[src/rtl/sar_logic.sv]
// Successive-approximation controller: sample, per-bit settle/strobe/wait, MSB-first commit.
// Optional sticky overwrite flag on the result port when SAR_OVERRUN_EN is defined.
module sar_logic #(
    parameter int N             = 16,
    parameter int SAMPLE_CYCLES = 4,
    parameter int SETTLE_CYCLES = 1
) (
    input  logic         clk,
    input  logic         rst,
    input  logic         start,
    output logic         busy,
    output logic         samp,
    output logic [N-1:0] cap_botplate_m,
    output logic [N-1:0] cap_botplate_d,
    output logic         comp_clk,
    input  logic         comp_valid,
    input  logic         comp_out,
    output logic [N-1:0] dout,
    output logic         dout_valid,
    input  logic         dout_ready
`ifdef SAR_OVERRUN_EN
   ,output logic         overrun
`endif
);

    localparam int KW = (N > 1) ? $clog2(N) : 1;

    typedef enum logic [2:0] {IDLE, SAMPLE, SETTLE, STROBE, WAIT, DONE} state_t;

    // With no settle time a bit update goes straight to the comparator strobe.
    localparam state_t AFTER_BIT = (SETTLE_CYCLES == 0) ? STROBE : SETTLE;

    state_t        state, state_nxt;
    logic [7:0]    cnt;
    logic [KW-1:0] k, k_nxt;
    logic [N-1:0]  cap_nxt, dout_nxt;
    logic          busy_nxt, samp_nxt, comp_clk_nxt, dout_valid_nxt;

    wire sample_last = (cnt == 8'(SAMPLE_CYCLES - 1));
    wire settle_last = (cnt == 8'(SETTLE_CYCLES - 1));

    assign cap_botplate_d = ~cap_botplate_m;

    always_ff @(posedge clk) begin
        if (rst) begin
            state          <= IDLE;
            cnt            <= '0;
            k              <= '0;
            busy           <= 1'b0;
            samp           <= 1'b0;
            comp_clk       <= 1'b0;
            cap_botplate_m <= '0;
            dout           <= '0;
            dout_valid     <= 1'b0;
        end else begin
            state          <= state_nxt;
            cnt            <= (state_nxt != state) ? 8'd0 : cnt + 8'd1;
            k              <= k_nxt;
            busy           <= busy_nxt;
            samp           <= samp_nxt;
            comp_clk       <= comp_clk_nxt;
            cap_botplate_m <= cap_nxt;
            dout           <= dout_nxt;
            dout_valid     <= dout_valid_nxt;
        end
    end

    always_comb begin
        state_nxt = state;
        case (state)
            IDLE:    if (start) state_nxt = SAMPLE;
            SAMPLE:  if (sample_last) state_nxt = AFTER_BIT;
            SETTLE:  if (settle_last) state_nxt = STROBE;
            STROBE:  state_nxt = WAIT;
            WAIT:    if (comp_valid) state_nxt = (k == '0) ? DONE : AFTER_BIT;
            DONE:    state_nxt = IDLE;
            default: state_nxt = IDLE;
        endcase
    end

    // Outputs are computed from the next state so the registered copy lines up with it.
    always_comb begin
        busy_nxt       = (state_nxt != IDLE);
        samp_nxt       = (state_nxt == SAMPLE);
        comp_clk_nxt   = (state_nxt == STROBE);
        cap_nxt        = cap_botplate_m;
        k_nxt          = k;
        dout_nxt       = dout;
        dout_valid_nxt = dout_valid & ~dout_ready;
        case (state)
            SAMPLE: if (state_nxt != SAMPLE) begin
                cap_nxt        = '0;
                cap_nxt[N-1]   = 1'b1;
                k_nxt          = KW'(N - 1);
            end
            WAIT: if (comp_valid) begin
                if (!comp_out) cap_nxt[k] = 1'b0;
                if (k != '0) begin
                    cap_nxt[k - KW'(1)] = 1'b1;
                    k_nxt               = k - KW'(1);
                end
            end
            DONE: begin
                dout_nxt       = cap_botplate_m;
                dout_valid_nxt = 1'b1;
                cap_nxt        = '0;
            end
            default: ;
        endcase
    end

`ifdef SAR_OVERRUN_EN
    always_ff @(posedge clk) begin
        if (rst)
            overrun <= 1'b0;
        else if (state == DONE && dout_valid && !dout_ready)
            overrun <= 1'b1;
    end
`endif

endmodule

[config.mk]
export PLATFORM = sky130hd
export DESIGN_NAME = sar_logic
export DESIGN_NICKNAME = d
export VERILOG_FILES = /design/src/rtl/sar_logic.sv
export SDC_FILE = /design/constraint.sdc
export NUM_CORES = 1
export LEC_CHECK = 0
export CORE_MARGIN = 4
export CORE_UTILIZATION = 31
export CTS_CLUSTER_DIAMETER = 30
export DETAILED_ROUTE_END_ITERATION = 8
export SETUP_SLACK_MARGIN = 0.15
export SLEW_MARGIN = 20
export SYNTH_ARGS = -nofsm -noshare
export SYNTH_HDL_FRONTEND = slang
export SYNTH_SLANG_ARGS = --single-unit
[constraint.sdc]
create_clock -name clk -period 1.8 [get_ports clk]
set_input_delay 0.54 -clock clk [delete_from_list [all_inputs] [get_ports clk]]
set_output_delay 0.54 -clock clk [all_outputs]
set_load 0.01 [all_outputs]
==> results.md <==
* Crit path cell chain: nor2_1, buf_4, nand4_1, a2bb2oi_4, buf_12, nor4_1
* Routed WL at 8.07 mm
* Max frequency at 0.585 GHz
* Synth Warn # at 0
* RSZ-0062 raised after global routing: yes
* Starting Density at 32.0%
* Total CTS buffers at 5
* TritonRoute pass-1 iters at 4
* Slew Limit Fails at 0
* Final worst setup slack at 0.0904 ns
* Endpoints failing setup at 0
* Gr usage total at 16.4%
* Row count at 33
* Vias in the first global route at 2629
* Worst VDD drop at 0.284 mV
* Measured slew at the worst slew-check pin at 0.450 ns
* GPL Wtd Cong at 0.822
* Number of synthesized flops with an enable pin at 0
* Syn Inst Count at 311
* Worst min path class: flop to flop
* DP HPWL at 5.82 mm
* Startpoint Class: flop
* Initial antenna violation count at 0
* Distinct cells, synth at 58
* Total gr overflow at 0
* Slew headroom at 69.9%
* Largest net degree at the start of global routing at 19
* Layout cells sized above 1 at 31.3%
* CTS tree: built
* Ys async rst share at 0%
* Via count at 2656
* Dpl ws at -0.419 ns
* Root buf cell: clkbuf_8
* Final Power at 2.08 mW
* Post-layout util at 47.8%
* CP peak stage delay at 0.38 ns
* Clk_skew at 0.0116 ns
* CP Data Required Time at 1.99 ns
* Final hold slack at 0.456 ns
* Clock Sinks at 51
* Clock-pin slew on the worst setup and hold paths at 0.10 ns
* Most common cell after layout, fill and taps aside: dlygate4sd2_1
* Status: complete, no violations
* I/O Buffers at 57
* Antenna Violating Nets Remaining at 0
* H-tree depth at 2
* PwrDens at 530 mW/mm^2
* Final min period at 1.71 ns
* Commonest cells after routing, fill and taps aside: dlygate4sd2_1, buf_4, nand2_1, dfxtp_1, a21oi_1
* #FFs+latches synth at 51
* Setup CP Type: flop to flop
* Final hold violations at 0
* Period Utilization, post-route at 95.0%
* Total Nets Final at 418
* Syn_nets at 324
* Syn-to-layout area delta at 49.5%
* Die H at 100 microns
* Clk_lat worst skew at 0.32 ns
* First-pass GRT wire length at 13.3 mm
* Max cap viols at 0
* Vias per cell at 5.20
* CP endpoint kind: flop
* Iteration-0 DRC Markers at 208
* DRC viols at 0
* Avg Cell Area, Syn at 8.44 sq um
* LEAKAGE at 1.48 nW
* Mapped Area at 0.00263 sq mm
* Routed WL per cell at 15.8 microns
* Register area share after synthesis at 38.9%
* Buffer depth of the longest clock path at 2
* CP max-delay cell: nor2_1
* Top_reg_cell synth: dfxtp_1
* Setup TNS at 0 ns
* Die Width at 100 microns
* Num ports at 58
* Core footprint at 0.00822 sq mm
* Number of hold buffers added after cts at 0
* Arr. time, crit path at 1.90 ns
* Antenna diodes at 0
* Largest fanout on the critical path at 8
* Die area at 0.0100 sq mm
[synthesized netlist by cell type, types with 2 or more instances]
cell       n  area share [%]
nor4b_1    2            0.67
o311ai_1   8             2.7
o21a_1     2            0.57
a31o_1     3             1.0
ha_1       7             3.3
o31ai_1    3            0.86
xor2_1     2            0.67
nand4_1    3            0.71
nand2b_1   3            0.71
o22a_1     2            0.67
nand2_1   41             5.9
a21oi_1   32             6.1
o311a_1    3             1.1
nor3_1     4            0.76
and3_1     3            0.71
or4_1      2            0.57
nand3_1    6             1.1
o21ai_1   10             1.9
o22ai_1    2            0.48
inv_1     28             4.0
a31oi_1    6             1.4
a311o_1    2            0.76
dfxtp_1   51              39
buf_2      7             1.3
nor4_1     8             1.9
nor2b_1    7             1.7
a31o_2     2            0.67
a22oi_1    2            0.57
a211oi_1   2            0.57
nor2_1    10             1.4
o21ai_0    7             1.3
clkbuf_1  10             1.4
xnor2_1    6             2.0
[final cells by class]
class,instances,area (sq um)
clock buffers,6,82.6
clock inverters,2,16.3
fillers,804,4290
inverters,28,105
multi-input cells,214,1650
flip-flops and latches,51,1040
well taps,105,131
repair buffers,105,896
[registers in the layout, summed over array words and instances (netlist names)]
register and cells:
samp 1, busy 1, dout 16, dout_valid 1, cnt 8, state 3
comp_clk 1, cap_botplate_m 16, k 4
[what timing repair did]
action	in CTS	in global routing
endpoints found under the setup margin	84	33
resized for setup	95	28
endpoints found under the hold margin	0	0
pin swaps	9	12
cloned	2	0
setup buffers	3	1
[where the power goes]
part | switching [mW] | internal [mW]
clock network | 0.414 | 0.315
logic | 0.106 | 0.0917
registers | 0.0158 | 1.14
[cells by family after synthesis]
group | share of synthesized area, %
buffers and inverters | 7.48
adders and majority gates | 3.33
AOI/OAI and AO/OA | 26.5
muxes | 0.381
and+or+nand+nor | 20.7
DFF | 38.9
xor gates and xnor gates | 2.67
[metal layers]
metal  GRT usage, %  routed length [microns]  up-vias  share of wire, %
li1               -                        -     1320                 -
met1           22.6                     3710     1248                46
met2           25.7                     3750       74                46
met3           2.50                      433       14               5.4
met4           6.42                      177        0               2.2
met5              0                        0        -                 0
[through the flow]
stage                     std cells  instance area (sq um)
after detailed placement        497                   3580
after floorplan                 311                   2630
after global placement          497                   3580
after global routing            511                   3930
final                           511                   3930
after CTS                       510                   3780
[worst max-delay path: cells and delay by family (launching register included)]
| kind | cells | cell delay (ns) |
|---|---|---|
| AND/OR/NAND/NOR | 3 | 0.66 |
| buffers and inverters | 2 | 0.36 |
| flip-flops | 1 | 0.35 |
| AO/OA/AOI/OAI | 1 | 0.24 |
[worst paths after layout]
kind / startpoint / end / slack, ns / cells past startpoint
worst max-delay path: cnt[6] / cnt[5] / 0.09 / 6
worst min-delay path: dout[7] / dout[7] / 0.46 / 2
worst max register to register: cnt[6] / cnt[5] / 0.09 / 6
worst min register to register: dout[7] / dout[7] / 0.46 / 2
(Power assumes the default switching activity.)
